--- src/rtl/interval_meter_pkg.sv ---
// interval_meter shared definitions
// state encoding and counter range helper
package interval_meter_pkg;

    localparam logic ST_IDLE     = 1'b0;
    localparam logic ST_COUNTING = 1'b1;

    typedef enum logic {
        IDLE     = ST_IDLE,
        COUNTING = ST_COUNTING
    } state_t;

    function automatic int unsigned max_cycles(input int unsigned w);
        return (32'd1 << w) - 32'd1;
    endfunction

endpackage

--- src/rtl/interval_meter.sv ---
// interval_meter: start/stop interval measurement
// reports cycles and ns, saturates with overflow flag
module interval_meter
    import interval_meter_pkg::*;
#(
    parameter int CLOCK_CYCLE_TIME = 10,
    parameter int COUNT_WIDTH      = 16,
    parameter int TIME_WIDTH       = 24
) (
    input  logic                   clk,
    input  logic                   rst_n,
    input  logic                   start,
    input  logic                   stop,
    output logic                   busy,
    output logic                   valid,
    output logic [COUNT_WIDTH-1:0] elapsed_cycles,
    output logic [TIME_WIDTH-1:0]  elapsed_time,
    output logic                   overflow
);

    localparam logic [COUNT_WIDTH-1:0] MAX_CYCLES =
        COUNT_WIDTH'(max_cycles(COUNT_WIDTH));
    localparam int PW = COUNT_WIDTH + 32;

    state_t                 state, state_nx;
    logic [COUNT_WIDTH-1:0] count, count_nx;
    logic                   load;
    logic                   ovf_nx;
    logic [COUNT_WIDTH-1:0] ld_val;
    logic [PW-1:0]          prod;

    assign busy = (state == COUNTING);
    assign prod = PW'(ld_val) * PW'(CLOCK_CYCLE_TIME);

    // state and cycle counter registers
    always_ff @(posedge clk or negedge rst_n) begin
        if (!rst_n) begin
            state <= IDLE;
            count <= '0;
        end else begin
            state <= state_nx;
            count <= count_nx;
        end
    end

    // next state, counter update and result load decision
    always_comb begin
        state_nx = state;
        count_nx = count;
        load     = 1'b0;
        ovf_nx   = 1'b0;
        ld_val   = '0;
        unique case (state)
            IDLE: begin
                if (start) begin
                    state_nx = COUNTING;
                    count_nx = '0;
                end
            end
            COUNTING: begin
                if (count == MAX_CYCLES) begin
                    load     = 1'b1;
                    ovf_nx   = 1'b1;
                    ld_val   = MAX_CYCLES;
                    state_nx = IDLE;
                end else if (stop) begin
                    load     = 1'b1;
                    ld_val   = count + 1'b1;
                    state_nx = IDLE;
                end else begin
                    count_nx = count + 1'b1;
                end
            end
            default: state_nx = IDLE;
        endcase
    end

    // registered results, held until the next measurement completes
    always_ff @(posedge clk or negedge rst_n) begin
        if (!rst_n) begin
            valid          <= 1'b0;
            elapsed_cycles <= '0;
            elapsed_time   <= '0;
            overflow       <= 1'b0;
        end else begin
            valid <= load;
            if (load) begin
                elapsed_cycles <= ld_val;
                elapsed_time   <= TIME_WIDTH'(prod);
                overflow       <= ovf_nx;
            end
        end
    end

endmodule

--- config.mk ---
export PLATFORM = sky130hd
export DESIGN_NAME = interval_meter
export DESIGN_NICKNAME = d
export VERILOG_FILES = /design/src/rtl/interval_meter_pkg.sv /design/src/rtl/interval_meter.sv
export SDC_FILE = /design/constraint.sdc
export NUM_CORES = 1
export LEC_CHECK = 0
export ABC_CLOCK_PERIOD_IN_PS = 3400
export BUFFER_PORTS_ARGS = -buffer_cell sky130_fd_sc_hd__buf_2
export CORE_MARGIN = 1.5
export CORE_UTILIZATION = 52
export CTS_CLUSTER_SIZE = 28
export DETAILED_ROUTE_END_ITERATION = 10
export PLACE_DENSITY_LB_ADDON = 0.2
export SLEW_MARGIN = 20
export SYNTH_ARGS = -nofsm -noshare
export SYNTH_HDL_FRONTEND = slang
export SYNTH_SLANG_ARGS = --single-unit
--- constraint.sdc ---
create_clock -name clk -period 3.4 [get_ports clk]
set_input_delay 0.17 -clock clk [delete_from_list [all_inputs] [get_ports clk]]
set_output_delay 0.17 -clock clk [all_outputs]
set_load 0.1 [all_outputs]
After elaboration in Yosys (flattened, before gate mapping). Cells that the tools add are included.

Flip-flop bits (word level): 54. Bits of input ports: 4. Output and inout bits: 43.

Add/subtract/negate cells: 1. Multipliers: 1. Equality and inequality tests: 4. Mux-type cells: 16. Bitwise logic cells: 1. Reduce and logical (&&, ||, !) cells: 1.

Operators by type and width (number): 2-to-1 mux 16 bit (6); one-hot mux 16 bit (2 select lines) (1); multiplier 16 x 3 -> 19 bit (second input constant) (1); adder 16 x 1 -> 16 bit (second input constant) (1); equality test 16 bit (second input constant) (1); 2-to-1 mux 1 bit (8); != test 2 bit (second input constant) (3); AND reduction 3 bit (1); one-hot mux 1 bit (2 select lines) (1); NOT 1 bit (1).

Logic depth before layout (Yosys ltp).
Depth in word-level cells: 5. Depth in mapped cells: 15.

Worst setup path before layout. OpenSTA, ideal clock, no wires.

Path type: reg2reg. From: register state (netlist: busy). To: register elapsed_time[17]. Arrival: 3.617 ns. Required time: 3.268 ns. Setup slack: -0.349 ns. Stages on the path, launching flop included: 13. Path buffers: 3. Period minus slack after synthesis: 3.749 ns. Cells stage by stage: dfrtp_1 > nand2_1 > clkbuf_1 > clkbuf_1 > buf_1 > o21ai_0 > ha_1 > ha_1 > a21o_1 > a31o_2 > a21o_1 > o2111ai_1 > or3b_1.

Cells in the longest elaborated chain, start to end: 2. Elaborated cells on any way between the ends: 3. Classes of those cells: mul: 1; mux: 2.

RTL lines: start, declared (line interval_meter.sv:25) `state_t state, state_nx;`; start signal, assigned (line interval_meter.sv:41) `state <= state_nx;`; 2-to-1 mux 16 bit (line interval_meter.sv:53) `unique case (state)`; named net ld_val[10] (line interval_meter.sv:29) `logic [COUNT_WIDTH-1:0] ld_val;`; multiplier 16 x 3 -> 19 bit (line interval_meter.sv:33) `assign prod = PW'(ld_val) * PW'(CLOCK_CYCLE_TIME);`; end signal, assigned (line interval_meter.sv:89) `elapsed_time <= TIME_WIDTH'(prod);`; end, declared (line interval_meter.sv:17) `output logic [TIME_WIDTH-1:0] elapsed_time,`.

The timed path passes the listed nets, and every way through them passes these cells. A chain may end at the register's enable or synchronous reset.

Worst setup path in the final report.
From: register count[3]. To: register elapsed_time[17].

Cells in the longest elaborated chain, start to end: 5. Elaborated cells on any way between the ends: 8. Classes of those cells: add/sub: 1; mul: 1; eq/ne: 1; mux: 5.

RTL lines: start, declared (line interval_meter.sv:26) `logic [COUNT_WIDTH-1:0] count, count_nx;`; start signal, assigned (line interval_meter.sv:42) `count <= count_nx;`; adder 16 x 1 -> 16 bit (line interval_meter.sv:68) `ld_val = count + 1'b1;`; 2-to-1 mux 16 bit (line interval_meter.sv:66) `end else if (stop) begin`; 2-to-1 mux 16 bit * (line interval_meter.sv:61) `if (count == MAX_CYCLES) begin`; 2-to-1 mux 16 bit * (line interval_meter.sv:53); named net ld_val[9] (line interval_meter.sv:29); multiplier 16 x 3 -> 19 bit * (line interval_meter.sv:33).

The timed path passes the listed nets; every way through them passes the cells marked *.

==> out/metrics.yaml <==
yosysSeqAreaShare: 0.3839
antenna_cells: 0
nNetsFinal: 502
start_util: 0.5369
seq_power_share: 0.444
leakagePower_nw: 2.389
ys_ff_latch: 52
clk_pin_slew_ns: 0.11
worst_hold_slack_ns: 0.2172
ant_nets: 0
io_pins: 47
syn_inst: 366
crit_path_start_kind: "flip-flop"
hold_viol: 0
grt_usage: 0.2478
wirelength_um: 8989
yosysUniqueCellTypes: 53
synth_top_area_cell: "dfrtp_1"
fin_crit_sh: 0.9847
viasPerCell: 5.756
gp_congestion: 0.9623
tns_ns: 0
p_int_mw: 0.9331
numCtsBuffers: 5
dieArea_mm2: 0.007012
synth_area_leaders: "dfrtp_1, ha_1, nand2_1"
route.detailed.drc: 0
end_kind: "flip-flop"
fill_cells: 495
first_pass_iters: 5
die_width_um: 83.74
drive_gt1_frac: 0.3369
cts_htree_levels: 2
synth_edf_count: 0
avgSynthCellArea_um2: 9.261
cts_root_buf: "clkbuf_8"
fp.coreArea_mm2: 0.006314
p_sw_mw: 0.5610
synth.top_cell.area_share: 0.3839
combPwrFrac: 0.264
cts_tree: "done"
initialDrtViolationCount: 177
fp-row-count: 29
clock-sinks: 52
grt_pass1_wl_um: 14100
drv_slew: 0
min-delay-path-class: "in2reg"
fin_worst_skew_ns: 0.01437
crit_type: "reg2reg"
powerDensity_mw_per_mm2: 337.3
syn-cell-area_mm2: 0.003390
worst_pin_slew_ns: 0.8929
synth-main-ff-cell: "dfrtp_1"
cp.arrival_ns: 3.54
port_buffers: 41
grt_pass1_vias: 2943
yosysWarnings: 0
cap_viol_max_count: 0
grt_max_degree: 34
critPathMaxFanout: 5
finalPower_mw: 1.494
area_growth_pct: 30.68
via_count: 3143
die_y_um: 83.74
clock.fmax_mhz: 298.7
irDropWorstVdd_v: 0.0003775
cp_data_required_time_ns: 3.59
swShare: 0.3755
clkLatencyLatePin_ns: 0.31
slew_headroom: 0.4026
pwr-share-clk: 0.292
setup_viol: 0
post_drt_wl_per_cell_um: 16.46
async_reset_ff_frac: 1.000
antenna_found_initial: 0
period_minus_slack_ns: 3.348
clock_path_buffers: 2
grt.overflow.total: 0
hpwlAfterDp_um: 6430
status: "finished, final reports clean"
worst max-delay path: stages (launching register included):
cell       delay (ns)
dfrtp_2          0.43
nand4_1          0.19
or3_4            0.45
xor2_2           0.16
o21ai_2          0.22
ha_1             0.28
ha_1             0.32
a2111o_1         0.44
o21ai_2          0.09
a211oi_1         0.09
o2111ai_1        0.20
or3b_1           0.36
layout make-up:
type / instances / area [µm²] / share of cell area
multi-input combinational: 285 / 2128 / 0.4805
sequential: 52 / 1308 / 0.2952
timing repair buffer: 111 / 737.0 / 0.1664
tap: 77 / 96.34 / 0.02175
clock buffer: 5 / 68.82 / 0.01554
inverter: 13 / 48.80 / 0.01102
clock inverter: 3 / 42.54 / 0.009605
flip-flops by register name (all words and copies together) (netlist names):
signal          cells
elapsed_cycles     16
count              16
busy                1
valid               1
elapsed_time       17
overflow            1
cell usage after synthesis, drive strengths merged (2+ instances only):
library cell and instances:
clkbuf 6, or3 2, ha 29, o211ai 4, nor3 11, a31o 2, o21a 7, a211o 3
o21ai 42, o31ai 4, nand3 13, inv 12, xor2 9, dfrtp 52, nand2 53, nor4 5
xnor2 12, a21o 20, a211oi 4, a21oi 11, nor2 15, nand4 6, buf 14, nand2b 3
a22o 6, and3 4
power by group through the flow:
stage / Sequential [mW] / Clock, mW / Combinational [mW]
floorplan: 0.817 / 0 / 0.175
finish: 0.663 / 0.436 / 0.395
global route: 0.667 / 0.462 / 0.413
global placement: 0.673 / 0 / 0.384
detailed placement: 0.675 / 0 / 0.387
CTS: 0.662 / 0.444 / 0.389
routing by layer:
layer / track usage / share of wire / up-vias
li1: - / - / 1518
met1: 0.3405 / 0.44 / 1530
met2: 0.4120 / 0.50 / 81
met3: 0.02770 / 0.035 / 14
met4: 0.07750 / 0.016 / 0
met5: 0 / 0 / -
placed cells by master (no fill, tap or decap), types with 10 or more instances in the layout:
cell type and instances:
buf_2 41, inv_1 12, nand2_1 52, nor2_1 14
a21o_1 20, nand3_1 11, ha_1 20, buf_4 68
xnor2_1 10, o21ai_0 27, dfrtp_1 49, nor3_1 10
through the flow:
step,area (µm²),std cells,utilization,setup WS [ns]
floorplan,3420,370,-,-0.01032
global placement,4046,528,0.6409,-0.03148
detailed placement,4046,528,0.6409,-0.07320
CTS,4192,538,0.6639,0.0004878
global route,4429,546,0.7015,-0.04805
finish,4429,546,0.7015,0.05189
path summary, 6_finish.rpt:
kind	from	endpoint	slack, ns	cells after the start
min in group asynchronous	rst_n	elapsed_time[8]$_DFFE_PN0P_	0.46	2
min reg2reg	elapsed_cycles[9]$_DFFE_PN0P_	elapsed_cycles[9]$_DFFE_PN0P_	0.48	1
max in group asynchronous	rst_n	count[12]$_DFFE_PN0P_	2.18	3
max	count[3]$_DFFE_PN0P_	elapsed_time[17]$_DFFE_PN0P_	0.05	11
min	start	count[3]$_DFFE_PN0P_	0.22	4
max reg2reg	count[3]$_DFFE_PN0P_	elapsed_time[17]$_DFFE_PN0P_	0.05	11
repair_timing:
item                       4_1_cts  5_1_grt
setup endpoints to repair        6        9
hold endpoints to repair        32        0
gates resized for setup          7       34
hold buffers                     1        0
pin swaps                        1       15
buffers inserted                 1        8
cells by family (layout without fill, tap and decap cells):
group | after synthesis | count (layout) | share of synthesized area
flip-flops | 52 | 52 | 0.3839
adder cells (fa/ha/maj) | 30 | 30 | 0.1130
AO/OA/AOI/OAI | 114 | 114 | 0.2311
other | 1 | 5 | 0.001106
buffers and inverters | 33 | 132 | 0.05020
multiplexers | 1 | 1 | 0.002953
AND/OR/NAND/NOR | 114 | 114 | 0.1635
XOR/XNOR | 21 | 21 | 0.05426
(Power assumes the default switching activity.)
